===== src/rtl/fifo_pkg.sv =====
// Shared sizing helpers and default thresholds for the parameterised sync FIFO.
package fifo_pkg;
   localparam int DEF_DATA_W    = 4;
   localparam int DEF_DEPTH     = 8;
   localparam int DEF_AE_LEVEL  = 2;
   localparam int DEF_AF_MARGIN = 2;

   // Address bits needed to index DEPTH words; pointers carry one extra wrap bit.
   function automatic int addr_w(input int depth);
      return $clog2(depth);
   endfunction

   // Default almost_full threshold sits a fixed margin below capacity.
   function automatic int af_default(input int depth);
      return depth - DEF_AF_MARGIN;
   endfunction
endpackage


===== src/rtl/fifo_mem_dp.sv =====
// DEPTH x DATA_W storage: one synchronous write port, one registered read port.
// The read register is the FIFO's data_out, so it is reset and holds when idle.
module fifo_mem_dp
   import fifo_pkg::*;
#(
   parameter int DATA_W = DEF_DATA_W,
   parameter int DEPTH  = DEF_DEPTH,
   parameter int AW     = addr_w(DEPTH)
) (
   input  logic              clk,
   input  logic              rst,
   input  logic              wr_en_i,
   input  logic [AW-1:0]     wr_addr_i,
   input  logic [DATA_W-1:0] wr_data_i,
   input  logic              rd_en_i,
   input  logic [AW-1:0]     rd_addr_i,
   output logic [DATA_W-1:0] rd_data_o
);
   logic [DATA_W-1:0] mem_q [DEPTH];
   logic [DATA_W-1:0] rd_data_q;

   // Storage array; contents are deliberately left uninitialised by reset.
   always_ff @(posedge clk) begin
      if (wr_en_i) mem_q[wr_addr_i] <= wr_data_i;
   end

   // Read register: loads on an accepted read, otherwise holds its value.
   always_ff @(posedge clk) begin
      if (rst)          rd_data_q <= '0;
      else if (rd_en_i) rd_data_q <= mem_q[rd_addr_i];
   end

   assign rd_data_o = rd_data_q;
endmodule


===== src/rtl/sync_fifo_param.sv =====
// Single-clock FIFO with wrap-bit pointers, occupancy flags and
// registered overflow/underflow pulses for rejected requests.
module sync_fifo_param
   import fifo_pkg::*;
#(
   parameter int DATA_W   = DEF_DATA_W,
   parameter int DEPTH    = DEF_DEPTH,
   parameter int AF_LEVEL = af_default(DEPTH),
   parameter int AE_LEVEL = DEF_AE_LEVEL
) (
   input  logic                     clk,
   input  logic                     rst,
   input  logic [DATA_W-1:0]        data_in,
   input  logic                     wr_en,
   input  logic                     rd_en,
   output logic [DATA_W-1:0]        data_out,
   output logic                     full,
   output logic                     empty,
   output logic                     almost_full,
   output logic                     almost_empty,
   output logic [addr_w(DEPTH):0]   count,
   output logic                     overflow,
   output logic                     underflow
);
   localparam int AW = addr_w(DEPTH);
   localparam int PW = AW + 1;

   logic [PW-1:0] wr_ptr_q, wr_ptr_d;
   logic [PW-1:0] rd_ptr_q, rd_ptr_d;
   logic          ovf_q, ovf_d;
   logic          unf_q, unf_d;
   logic          wr_acc, rd_acc;

   // Flags come straight from the registered pointers, so they reflect the
   // previous edge's activity; the wrap bit tells full apart from empty.
   assign empty        = (wr_ptr_q == rd_ptr_q);
   assign full         = (wr_ptr_q[AW-1:0] == rd_ptr_q[AW-1:0]) &&
                         (wr_ptr_q[AW] != rd_ptr_q[AW]);
   assign count        = wr_ptr_q - rd_ptr_q;
   assign almost_full  = (int'(count) >= AF_LEVEL);
   assign almost_empty = (int'(count) <= AE_LEVEL);

   // Acceptance is gated only by the current state, never by the other
   // port: a read when full does not free room for a write that same cycle.
   assign wr_acc = wr_en && !full;
   assign rd_acc = rd_en && !empty;

   // Next-state pointers and rejection pulses.
   always_comb begin
      wr_ptr_d = wr_ptr_q;
      rd_ptr_d = rd_ptr_q;
      ovf_d    = wr_en && full;
      unf_d    = rd_en && empty;
      if (wr_acc) wr_ptr_d = wr_ptr_q + PW'(1);
      if (rd_acc) rd_ptr_d = rd_ptr_q + PW'(1);
   end

   // State registers; reset wins over any request in the same cycle.
   always_ff @(posedge clk) begin
      if (rst) begin
         wr_ptr_q <= '0;
         rd_ptr_q <= '0;
         ovf_q    <= 1'b0;
         unf_q    <= 1'b0;
      end else begin
         wr_ptr_q <= wr_ptr_d;
         rd_ptr_q <= rd_ptr_d;
         ovf_q    <= ovf_d;
         unf_q    <= unf_d;
      end
   end

   assign overflow  = ovf_q;
   assign underflow = unf_q;

   fifo_mem_dp #(
      .DATA_W (DATA_W),
      .DEPTH  (DEPTH),
      .AW     (AW)
   ) u_mem (
      .clk       (clk),
      .rst       (rst),
      .wr_en_i   (wr_acc),
      .wr_addr_i (wr_ptr_q[AW-1:0]),
      .wr_data_i (data_in),
      .rd_en_i   (rd_acc),
      .rd_addr_i (rd_ptr_q[AW-1:0]),
      .rd_data_o (data_out)
   );
endmodule

===== config.mk =====
export PLATFORM = sky130hd
export DESIGN_NAME = sync_fifo_param
export DESIGN_NICKNAME = d
export VERILOG_FILES = /design/src/rtl/fifo_pkg.sv /design/src/rtl/fifo_mem_dp.sv /design/src/rtl/sync_fifo_param.sv
export SDC_FILE = /design/constraint.sdc
export NUM_CORES = 1
export LEC_CHECK = 0
export BUFFER_PORTS_ARGS = -buffer_cell sky130_fd_sc_hd__buf_2
export CORE_MARGIN = 2
export CORE_UTILIZATION = 60
export CTS_BUF_LIST = sky130_fd_sc_hd__clkbuf_8
export DETAILED_ROUTE_END_ITERATION = 8
export PLACE_DENSITY = 0.81
export SLEW_MARGIN = 20
export SYNTH_ARGS = -nofsm -noshare
export SYNTH_HDL_FRONTEND = slang
export SYNTH_SLANG_ARGS = --single-unit

===== constraint.sdc =====
create_clock -name clk -period 2.95 [get_ports clk]
set_input_delay 0.4425 -clock clk [delete_from_list [all_inputs] [get_ports clk]]
set_output_delay 0.4425 -clock clk [all_outputs]
set_load 0.02 [all_outputs]

Word-level counts from Yosys, hierarchy flattened
Memory sizes are Yosys's and may differ from the RTL's. A register that Yosys moved wholly into a read port is not among the register bits.
Cells that the tools add are included.
{"block": "totals", "elab_cells": 22, "mem_count": 1, "out_inout_bits": 14, "regBits": 10, "mem_bits_rw": 32, "input_bits": 8}
{"block": "classes", "order_cmp": 2, "n_addsub": 3, "muxes": 2, "n_eq_ne": 3, "reduce_logical": 7}
{"memory": "u_mem.mem_q", "depth": 8, "word_bits": 4, "rd": 1, "rd_ports_with_merged_regs": 1, "write_ports": 1, "line": "fifo_mem_dp.sv:19", "rtl": "logic [DATA_W-1:0] mem_q [DEPTH];"}
{"op": "4-bit by 1-bit adder with 4-bit output (second input constant)", "count": 2}
{"op": "1-bit logical AND", "count": 5}
{"op": "4-bit equality test", "count": 1}
{"op": "4-bit by 3-bit >= comparator with 1-bit output (second input constant)", "count": 1}
{"op": "4-bit by 2-bit less-or-equal comparator with 1-bit output (second input constant)", "count": 1}
{"op": "4-bit subtractor", "count": 1}
{"op": "3-bit equality test", "count": 1}
{"op": "1-bit zero test", "count": 2}
{"op": "1-bit 2-to-1 mux", "count": 2}
{"op": "1-bit inequality test", "count": 1}

Logic depth before layout (Yosys ltp)
Gate-level depths: netlist of run 1.
{"block": "depth", "depth_word": 6, "depth_mapped": 7, "mapped_depth_nobuf": 6}

Hierarchy
A second synthesis of run 1 with hierarchy kept.
{"block": "hier_totals", "cells_unflattened": 155, "area_unflattened_um2": 2083.2}
{"module": "fifo_mem_dp", "n_inst": 1, "cells_per_inst": 80, "area_each_um2": 1430.1}
{"module": "sync_fifo_param", "n_inst": 1, "cells_per_inst": 75, "area_each_um2": 653.1}

Worst setup path before layout of run 1
No wires, ideal clock.
{"block": "synth_timing", "kind": "reg-to-output", "from": "register rd_ptr_q[1]", "to": "output almost_full", "arrival_time_ps": 1886, "required_ps": 2508, "stages_incl_launch_ff": 8, "path_slack_ps": 622, "path_cell_list": "dfxtp_1 > buf_4 > inv_1 > ha_1 > nor2b_1 > o21ai_0 > a21oi_1 > o21ai_0"}
{"block": "synth_between", "elab_chain_len": 2}
{"item": "from (decl)", "line": "sync_fifo_param.sv:29", "rtl": "logic [PW-1:0] rd_ptr_q, rd_ptr_d;"}
{"item": "from (signal assigned)", "line": "sync_fifo_param.sv:67", "rtl": "rd_ptr_q <= rd_ptr_d;"}
{"item": "4-bit subtractor", "line": "sync_fifo_param.sv:39", "rtl": "assign count = wr_ptr_q - rd_ptr_q;"}
{"item": "4-bit by 3-bit >= comparator with 1-bit output", "line": "sync_fifo_param.sv:40", "rtl": "assign almost_full = (int'(count) >= AF_LEVEL);"}
{"item": "to (decl)", "line": "sync_fifo_param.sv:19", "rtl": "output logic almost_full,"}
Every way passes these cells.

Worst setup path in the final report of run 1
{"block": "layout_timing", "from": "register wr_ptr_q[0]", "to": "output almost_full"}
{"block": "layout_between", "elab_chain_len": 2}
{"item": "from (decl)", "line": "sync_fifo_param.sv:28", "rtl": "logic [PW-1:0] wr_ptr_q, wr_ptr_d;"}
{"item": "from (signal assigned)", "line": "sync_fifo_param.sv:66", "rtl": "wr_ptr_q <= wr_ptr_d;"}
{"item": "4-bit subtractor", "line": "sync_fifo_param.sv:39"}
{"item": "4-bit by 3-bit >= comparator with 1-bit output", "line": "sync_fifo_param.sv:40"}
Every way passes these cells.

==> results of run 1 <==
==> flip-flops by register name (all words and copies together) (netlist names) <==
| register | cells |
|---|---|
| overflow | 1 |
| u_mem.mem_q | 32 |
| rd_ptr_q | 4 |
| wr_ptr_q | 4 |
| underflow | 1 |
| u_mem.rd_data_o | 4 |
==> cell usage in the layout (no fill, tap or decap), types with 5 or more instances in the layout <==
cell      instances
buf_2            21
clkbuf_8          5
dfxtp_1          14
edfxtp_1         32
ha_1              5
inv_1             7
mux2i_1           6
mux4_2            8
nor2_1           17
xnor2_1           5
==> power by group through the flow <==
stage	Combinational [mW]	Clock, mW	Sequential (mW)
after floorplan	0.260	0	0.774
after global placement	0.364	0	0.766
after detailed placement	0.379	0	0.769
after CTS	0.382	0.382	0.755
after global routing	0.416	0.407	0.761
final	0.380	0.370	0.754
==> path summary, 6_finish.rpt <==
path	end	slack [ns]	cells after the start
max	almost_full	0.39	7
min	u_mem.mem_q[2][1]$_DFFE_PP_	0.44	1
max reg2reg	u_mem.mem_q[4][1]$_DFFE_PP_	0.59	5
min reg2reg	u_mem.rd_data_o[1]$_SDFFE_PP0P_	0.50	2
==> cell type report <==
type,count,share of cell area [%]
clock buffer,5,3.081
sequential,46,55.57
tap,44,2.465
multi-input combinational,78,31.04
clock inverter,3,0.9524
inverter,7,1.176
timing repair buffer,24,5.714
==> cells by family after synthesis <==
group,count (synthesis),share of synthesized area (%)
flip-flops,46,62.55
AND/OR/NAND/NOR,33,7.881
AO/OA/AOI/OAI,16,6.432
multiplexers,14,12.11
buffers and inverters,12,2.522
XOR/XNOR,9,4.351
adder cells (fa/ha/maj),6,4.161
==> worst max-delay path, stage by stage (launching register included) <==
cell and delay, ns:
dfxtp_1 0.44, inv_1 0.14, ha_1 0.24, fa_1 0.39
xnor2_1 0.26, nand2_1 0.09, o21ai_0 0.08, buf_2 0.19
==> layer usage <==
metal  global-route usage, %  vias to the layer above
met5                       0                        -
met4                   6.991                        0
met3                   5.882                        6
met2                   33.38                       35
met1                   34.56                      571
li1                        -                      562
==> per-stage QoR <==
step | instance area, µm² | instances | worst slack, ns | hold slack [ns]
finish | 2233 | 207 | 0.3855 | 0.4401
global route | 2233 | 207 | 0.2938 | 0.4429
CTS | 2233 | 207 | 0.4263 | 0.4366
detailed placement | 2143 | 199 | 0.5942 | 0.4876
global placement | 2143 | 199 | 0.7300 | 0.4861
floorplan | 1984 | 136 | 0.6219 | 0.5153
==> results.py, run 1 <==
metrics = {
    "worst_setup_path": {
        "arrival_ns": 2.12,
        "critPathLaunchType": "flop",
        "critical_path_class": "reg2out",
        "crit_path_max_fanout": 6,
        "r2r_start": "rd_ptr_q[2]$_SDFFE_PP0P_",
        "setup.worst_path.start": "wr_ptr_q[0]$_SDFFE_PP0P_",
        "required_ns": 2.51,
        "end_kind": "output port",
    },
    "cells_and_area": {
        "final_core_util_pct": 71.98,
        "drive_gt1_share_pct": 26.38,
        "fill_cells": 233,
        "insertedDiodeCount": 0,
        "area.sequential_mm2": 0.001241,
        "multi_input_area_um2": 693.2,
        "synthToLayoutAreaGrowth_pct": 12.55,
        "nNetsFinal": 176,
    },
    "place": {
        "hpwl_um": 2793,
        "place_congestion": 0.8458,
        "portBuffers": 21,
    },
    "timing": {
        "setup_violations": 0,
        "finalCritPeriodShare_pct": 86.93,
        "rsz0062_at_grt": "false",
        "fmax_mhz": 389.9,
        "tightestPinTransition_ns": 0.6335,
        "finalCriticalPeriod_ns": 2.564,
        "relSlewSlack_pct": 57.77,
        "drv_slew": 0,
        "tns_ns": 0,
        "skew_ns": 0.006567,
        "hold_violations": 0,
    },
    "grt": {
        "grt_util_all_layers_pct": 23.02,
        "grt_max_degree": 16,
        "grt_pass1_vias": 1126,
        "grt_pass1_wl_um": 5940,
        "antenna_found_initial": 0,
        "grt_overflow": 0,
    },
    "synth": {
        "yosysTopAreaCell": "edfxtp_1",
        "synth.area.top_cells": "edfxtp_1, dfxtp_1, mux4_2, nor2_1, ha_1",
        "yosysMostFrequentCell": "edfxtp_1",
        "ys.flop_type": "edfxtp_1",
        "yosys-top-cells-count": "edfxtp_1, nor2_1, dfxtp_1, mux4_2, inv_1",
        "synth_fp_nets": 150,
        "synth_cell_type_count": 30,
        "synth.avg_cell_area_um2": 14.59,
        "synth.cell_area_mm2": 0.001984,
        "synth_seq_cells": 46,
        "synth_edf_count": 32,
        "synth_top_area_share_pct": 48.42,
        "yosysWarnings": 0,
        "synth_cells": 136,
        "yosysSeqAreaShare_pct": 62.55,
        "async_flop_share_pct": 0,
    },
    "worst_hold_path": {
        "min_path_type": "in2reg",
        "min-delay-start": "data_in[1]",
    },
    "pwr": {
        "cellLeakagePower_nw": 0.8082,
        "peakVddDrop_v": 0.0004001,
        "p_sw_uw": 468.3,
        "swShare_pct": 31.13,
        "p_comb_share_pct": 25.2,
        "intPower_mw": 1.036,
        "clkPwrFrac_pct": 24.6,
        "pwr-share-seq_pct": 50.2,
        "power_mw": 1.504,
        "power_density_mw_per_mm2": 673.6,
    },
    "cts": {
        "cts_tree": "yes",
        "cts_resized": 0,
        "cts_sinks": 46,
        "numCtsBuffers": 5,
        "htreeDepth": 2,
        "clk_latency_ns": 0.29,
        "cts-root-buf": "clkbuf_8",
        "cts_setup_buffers": 0,
        "ctsHoldBuffers": 0,
        "clkTransAtPathRegs_ns": 0.09,
        "clockBufferDepth": 2,
    },
    "detailed_routing": {
        "wl_met1_um": 1664,
        "wl_per_cell_um": 17.81,
        "route.met2.wl_um": 1731,
        "viasPerCell": 5.671,
        "via_count": 1174,
        "wirelength_um": 3686,
        "initialDrtViolationCount": 67,
        "drtPass1Iterations": 4,
        "drc": 0,
        "routed-wl-met3_um": 250,
        "dr.max_layer_used": "met4",
        "detail-route-antenna-nets": 0,
    },
    "floorplanning": {
        "dieArea_mm2": 0.003783,
        "coreArea_mm2": 0.003103,
        "start_util_pct": 63.95,
        "fp-row-count": 20,
        "die_x_um": 61.51,
        "die_h_um": 61.51,
        "ios": 22,
    },
    "flow_run": {
        "maxCapViolations": 0,
    },
    "outcome": {
        "status": "completed",
    },
}
(Power assumes the default switching activity.)
==> inputs of run 2 (changes only) <==
--- a/config.mk
+++ b/config.mk
@@ -10,6 +10,7 @@
 export CORE_UTILIZATION = 60
 export CTS_BUF_LIST = sky130_fd_sc_hd__clkbuf_8
 export DETAILED_ROUTE_END_ITERATION = 8
+export GPL_TIMING_DRIVEN = 0
 export PLACE_DENSITY = 0.81
 export SLEW_MARGIN = 20
 export SYNTH_ARGS = -nofsm -noshare
==> run 2 against run 1 <==
Effect of this change:
- setup slack worse by 0.12 ns
- combinational power up 2%
- worst hold slack got worse by 0.078 ns
- largest cell class unchanged
==> results.py, run 2 (synthesis gave the netlist of run 1 again) <==
metrics = {
    "worst_setup_path": {
        "critPathLaunchType": "flop",
        "r2r_end": "u_mem.mem_q[1][2]$_DFFE_PP_",
        "crit_path_max_fanout": 10,
        "critical_path_class": "reg2out",
        "crit_slowest_cell": "dfxtp_1",
        "required_ns": 2.51,
        "arrival_ns": 2.25,
        "cp.depth": 8,
        "slowest_delay_ns": 0.44,
        "r2r_cells": 5,
        "r2r_start": "rd_ptr_q[2]$_SDFFE_PP0P_",
        "path_cells": "buf_4 -> inv_1 -> ha_1 -> nor2b_1 -> o21ai_0 -> and3_1 -> o21a_1 -> buf_2",
        "critPathBufInv": 3,
        "r2r_slack_ns": 0.36,
        "crit_family": "buffers and inverters",
        "end_kind": "output port",
    },
    "worst_hold_path": {
        "min_to": "u_mem.rd_data_o[1]$_SDFFE_PP0P_",
        "min_path_type": "in2reg",
        "min-delay-start": "rst",
        "whs_path_depth": 2,
    },
    "detailed_routing": {
        "viasPerCell": 5.519,
        "wirelength_um": 3468,
        "drtPass1Iterations": 4,
        "detail-route-antenna-nets": 0,
        "via_count": 1148,
        "initialDrtViolationCount": 47,
        "wl_per_cell_um": 16.67,
        "drc": 0,
    },
    "floorplanning": {
        "die_h_um": 61.51,
        "coreArea_mm2": 0.003103,
        "fp-row-count": 20,
        "ios": 22,
        "start_util_pct": 63.95,
        "die_x_um": 61.51,
        "dieArea_mm2": 0.003783,
    },
    "timing": {
        "tightestPinTransition_ns": 0.6798,
        "finalCritPeriodShare_pct": 91.15,
        "rsz0062_at_grt": "false",
        "drv_slew": 0,
        "relSlewSlack_pct": 54.33,
        "setup_violations": 0,
        "skew_ns": 0.003354,
        "fmax_mhz": 371.9,
        "tns_ns": 0,
        "finalCriticalPeriod_ns": 2.689,
        "hold_violations": 0,
    },
    "grt": {
        "grt_util_all_layers_pct": 20.65,
        "grt_max_degree": 17,
        "grt_overflow": 0,
        "grt_pass1_wl_um": 5188,
        "antenna_found_initial": 0,
        "grt_pass1_vias": 1122,
    },
    "cts": {
        "clk_latency_ns": 0.30,
        "numCtsBuffers": 5,
        "cts_tree": "yes",
        "cts-root-buf": "clkbuf_8",
        "cts_setup_buffers": 0,
        "clockBufferDepth": 2,
        "htreeDepth": 2,
        "cts_sinks": 46,
        "clkTransAtPathRegs_ns": 0.08,
    },
    "cells_and_area": {
        "fill_cells": 215,
        "synthToLayoutAreaGrowth_pct": 13.24,
        "layout.cells.non_filler": 208,
        "final_common_cell": "edfxtp_1",
        "final_core_util_pct": 72.42,
        "mostFrequentLayoutCells": "edfxtp_1, buf_2, nor2_1",
        "largest_reg_flops": 32,
        "drive_gt1_share_pct": 26.83,
        "nNetsFinal": 177,
        "final_cell_area_mm2": 0.002247,
        "top_register": "u_mem.mem_q",
        "insertedDiodeCount": 0,
    },
    "pwr": {
        "cellLeakagePower_nw": 0.8076,
        "power_mw": 1.521,
        "power_density_mw_per_mm2": 677.0,
        "peakVddDrop_v": 0.0003775,
    },
    "place": {
        "portBuffers": 21,
        "dpl_cell_area_mm2": 0.002145,
        "dp_cells": 201,
        "place_congestion": 0.7765,
        "hpwl_um": 2577,
    },
    "flow_run": {
        "maxCapViolations": 0,
    },
    "outcome": {
        "status": "completed",
    },
}
==> run 2: cell types whose count changed in the layout (fill, tap and decap cells not counted), sizes merged <==
cell    previous run  this run
clkinv             2         1
inv                7         8
clkbuf             5         6
==> run 2: power breakdown <==
| part | leakage (nW) | internal (mW) | switching (mW) |
|---|---|---|---|
| logic | 0.358 | 0.146 | 0.240 |
| registers | 0.405 | 0.724 | 0.0221 |
| clock network | 0.0447 | 0.171 | 0.218 |
==> run 2: timing repair <==
item                       CTS  global route
setup endpoints to repair    0             9
hold buffers                 0             0
gates resized for setup      0             2
hold endpoints to repair     0             0
==> run 2: routing by layer <==
| metal | up-vias | share of wire [%] | wire length (µm) | track usage [%] |
|---|---|---|---|---|
| met5 | - | 0 | 0 | 0 |
| met4 | 0 | 1.6 | 57 | 9.119 |
| met3 | 6 | 3.6 | 126 | 6.303 |
| met2 | 21 | 52 | 1787 | 33.53 |
| met1 | 559 | 43 | 1496 | 25.56 |
| li1 | 562 | - | - | - |
==> run 2: worst max-delay path by stage <==
stage,from,endpoint
2_1_floorplan,rd_ptr_q[1]$_SDFFE_PP0P_,almost_full
3_3_place_gp,rd_ptr_q[2]$_SDFFE_PP0P_,u_mem.mem_q[3][2]$_DFFE_PP_
3_5_place_dp,rd_ptr_q[2]$_SDFFE_PP0P_,u_mem.mem_q[3][2]$_DFFE_PP_
4_1_cts,rd_ptr_q[2]$_SDFFE_PP0P_,u_mem.mem_q[3][2]$_DFFE_PP_
5_1_grt,rd_ptr_q[1]$_SDFFE_PP0P_,almost_full
6_report,rd_ptr_q[1]$_SDFFE_PP0P_,almost_empty
==> run 2: area by class of cell <==
class,count,area (µm²),share of cell area [%]
buffer,4,20.02,0.8909
clock buffer,5,68.82,3.062
clock inverter,3,25.02,1.114
inverter,7,26.28,1.169
multi-input combinational,78,705.7,31.40
sequential,46,1241,55.23
tap,44,55.05,2.450
timing repair buffer,21,105.1,4.677
==> run 2: worst register-to-register path, stage by stage (launching register included) <==
cell and delay (ns):
dfxtp_1 0.62, inv_1 0.17, ha_1 0.37, nand3_1 0.33, o21ai_4 0.15, nor3_1 0.59
==> run 2: through the flow <==
| step | setup slack (ns) | hold slack, ns |
|---|---|---|
| floorplan | 0.6219 | 0.5153 |
| global placement | 0.1220 | 0.4842 |
| detailed placement | 0.07438 | 0.4891 |
| CTS | 0.06353 | 0.3602 |
| global route | 0.06716 | 0.3608 |
| finish | 0.2612 | 0.3618 |
==> inputs of run 3 (changes only) <==
--- a/config.mk
+++ b/config.mk
@@ -7,11 +7,11 @@
 export LEC_CHECK = 0
 export BUFFER_PORTS_ARGS = -buffer_cell sky130_fd_sc_hd__buf_2
 export CORE_MARGIN = 2
-export CORE_UTILIZATION = 60
+export CORE_UTILIZATION = 64
 export CTS_BUF_LIST = sky130_fd_sc_hd__clkbuf_8
 export DETAILED_ROUTE_END_ITERATION = 8
 export GPL_TIMING_DRIVEN = 0
-export PLACE_DENSITY = 0.81
+export PLACE_DENSITY = 0.86
 export SLEW_MARGIN = 20
 export SYNTH_ARGS = -nofsm -noshare
 export SYNTH_HDL_FRONTEND = slang
==> constraint.sdc (replaced) <==
create_clock -name clk -period 3.4 [get_ports clk]
set_input_delay 0.51 -clock clk [delete_from_list [all_inputs] [get_ports clk]]
set_output_delay 0.51 -clock clk [all_outputs]
set_load 0.02 [all_outputs]
==> run 3 against run 2 <==
Effect of this change:
- power fell by 14%
- sequential share of layout area rose by 0.78 points
- via count rose by 3.9%
- routed wire length rose by 1.3%
- critical endpoint is now u_mem.mem_q[0][3]$_DFFE_PP_
- register-to-register slack improved by 0.14 ns
- cell count fell by 4.8%
- critical path depth fell by 2
- count of clock-buffer cells in the layout did not move
- sequential cell count did not move
- clock skew rose by 0.0021 ns
==> results.py, run 3 (synthesis gave the netlist of run 1 again) <==
metrics = {
    "cells_and_area": {
        "mostFrequentLayoutCells": "edfxtp_1, buf_2, nor2_1",
        "multi_input_area_um2": 693.2,
        "area.sequential_mm2": 0.001241,
        "nNetsFinal": 178,
        "fill_cells": 201,
        "synthToLayoutAreaGrowth_pct": 11.66,
        "drive_gt1_share_pct": 24.24,
        "top_register": "u_mem.mem_q",
        "insertedDiodeCount": 0,
        "final_common_cell": "edfxtp_1",
        "largest_reg_flops": 32,
    },
    "cts": {
        "cts_resized": 0,
        "cts_sinks": 46,
        "cts_tree": "yes",
        "clockBufferDepth": 2,
        "clkTransAtPathRegs_ns": 0.08,
        "ctsHoldBuffers": 0,
        "numCtsBuffers": 5,
        "clk_latency_ns": 0.30,
        "cts_setup_buffers": 0,
        "cts-root-buf": "clkbuf_8",
        "htreeDepth": 2,
    },
    "worst_setup_path": {
        "crit_family": "simple AND/OR/NAND/NOR gates",
        "crit_slowest_cell": "nor4_1",
        "critical_path_class": "reg2reg",
        "end_kind": "flop",
        "crit_path_max_fanout": 10,
        "arrival_ns": 2.82,
        "r2r_slack_ns": 0.50,
        "critPathBufInv": 2,
        "critPathLaunchType": "flop",
        "r2r_start": "rd_ptr_q[2]$_SDFFE_PP0P_",
        "r2r_cells": 6,
        "r2r_end": "u_mem.mem_q[0][3]$_DFFE_PP_",
        "required_ns": 3.32,
        "slowest_delay_ns": 0.68,
        "path_cells": "clkbuf_1 -> inv_1 -> ha_1 -> nand3_1 -> o21ai_4 -> nor4_1",
    },
    "outcome": {
        "status": "completed",
    },
    "place": {
        "hpwl_um": 2599,
        "portBuffers": 21,
        "place_ws_ns": 0.4712,
        "place_congestion": 0.7709,
    },
    "floorplanning": {
        "die_x_um": 59.69,
        "start_util_pct": 66.08,
        "dieArea_mm2": 0.003562,
        "die_h_um": 59.69,
        "ios": 22,
        "fp-row-count": 20,
        "coreArea_mm2": 0.003003,
    },
    "worst_hold_path": {
        "min_path_type": "in2reg",
        "min-delay-start": "rst",
        "min_to": "u_mem.rd_data_o[0]$_SDFFE_PP0P_",
        "whs_path_depth": 2,
    },
    "detailed_routing": {
        "drtPass1Iterations": 4,
        "detail-route-antenna-nets": 0,
        "wirelength_um": 3513,
        "drc": 0,
        "viasPerCell": 6.025,
        "initialDrtViolationCount": 63,
        "wl_per_cell_um": 17.74,
        "via_count": 1193,
    },
    "grt": {
        "grt_util_all_layers_pct": 22.45,
        "antenna_found_initial": 0,
        "grt_pass1_vias": 1159,
        "grt_pass1_wl_um": 5582,
        "grt_max_degree": 15,
        "grt_overflow": 0,
    },
    "timing": {
        "rsz0062_at_grt": "false",
        "hold_violations": 0,
        "finalCriticalPeriod_ns": 2.898,
        "tns_ns": 0,
        "setup_violations": 0,
        "tightestPinTransition_ns": 0.8642,
        "drv_slew": 0,
        "finalCritPeriodShare_pct": 85.24,
        "skew_ns": 0.005500,
        "fmax_mhz": 345.1,
        "relSlewSlack_pct": 41.86,
        "layout_setup_ws_ns": 0.5019,
    },
    "pwr": {
        "power_density_mw_per_mm2": 588.7,
        "peakVddDrop_v": 0.0003377,
        "cellLeakagePower_nw": 0.8101,
    },
    "flow_run": {
        "maxCapViolations": 0,
    },
}
==> run 3: cell types whose count changed in the layout (fill, tap and decap cells not counted) <==
cell        previous run  this run
nor4_1                 0         2
nor4_2                 2         0
clkbuf_1               1         2
clkinv_1               0         1
clkinv_4               1         0
clkinvlp_4             1         0
inv_1                  7         8
==> run 3: worst max-delay path by stage <==
stage | startpoint | endpoint | slack, ns | cells after the start
after floorplan | rd_ptr_q[1]$_SDFFE_PP0P_ | almost_full | 1.00 | 7
after global placement | rd_ptr_q[2]$_SDFFE_PP0P_ | u_mem.mem_q[3][2]$_DFFE_PP_ | 0.59 | 6
after detailed placement | rd_ptr_q[2]$_SDFFE_PP0P_ | u_mem.mem_q[0][2]$_DFFE_PP_ | 0.47 | 6
after CTS | rd_ptr_q[2]$_SDFFE_PP0P_ | u_mem.mem_q[0][3]$_DFFE_PP_ | 0.46 | 6
after global routing | rd_ptr_q[2]$_SDFFE_PP0P_ | u_mem.mem_q[0][3]$_DFFE_PP_ | 0.29 | 6
final | rd_ptr_q[2]$_SDFFE_PP0P_ | u_mem.mem_q[0][3]$_DFFE_PP_ | 0.50 | 6
==> run 3: layout make-up <==
| class | count | area share [%] |
|---|---|---|
| Buffer | 5 | 1.073 |
| Clock buffer | 5 | 3.106 |
| Clock inverter | 3 | 0.7340 |
| Inverter | 7 | 1.186 |
| Multi-Input combinational cell | 78 | 31.28 |
| Sequential cell | 46 | 56.01 |
| Tap cell | 33 | 1.863 |
| Timing Repair Buffer | 21 | 4.743 |
==> run 3: layer usage <==
metal | GRT usage [%] | wire [µm] | part of all wire (%) | up-vias
met5 | 0 | 0 | 0 | -
met4 | 8.254 | 43 | 1.2 | 0
met3 | 7.143 | 213 | 6.1 | 6
met2 | 36.02 | 1795 | 51 | 39
met1 | 28.79 | 1461 | 42 | 584
li1 | - | - | - | 564
==> run 3: power by group <==
part / internal (mW) / switching, mW / leakage [nW]
Combinational: 0.126 / 0.213 / 0.358
Sequential: 0.628 / 0.0172 / 0.405
Clock: 0.142 / 0.177 / 0.0474
==> run 3: worst register-to-register path: cells and delay by family, from the launching register on <==
family | cells | cell delay, ns
adder cells (fa/ha/maj) | 1 | 0.39
AO/OA/AOI/OAI | 1 | 0.14
buffers and inverters | 2 | 0.65
AND/OR/NAND/NOR | 2 | 1.03
flip-flops | 1 | 0.31
==> run 3: per-stage QoR <==
| stage | total power, mW | utilization (%) | hold WS [ns] | cells | area (µm²) |
|---|---|---|---|---|---|
| final | 1.304 | 73.79 | 0.4356 | 198 | 2216 |
| after global routing | 1.369 | 73.79 | 0.4439 | 198 | 2216 |
| after global placement | 0.9803 | 70.96 | 0.4851 | 190 | 2131 |
| after CTS | 1.315 | 73.79 | 0.4306 | 198 | 2216 |
| after floorplan | 0.8974 | - | 0.5638 | 136 | 1984 |
| after detailed placement | 0.9987 | 70.96 | 0.4957 | 190 | 2131 |
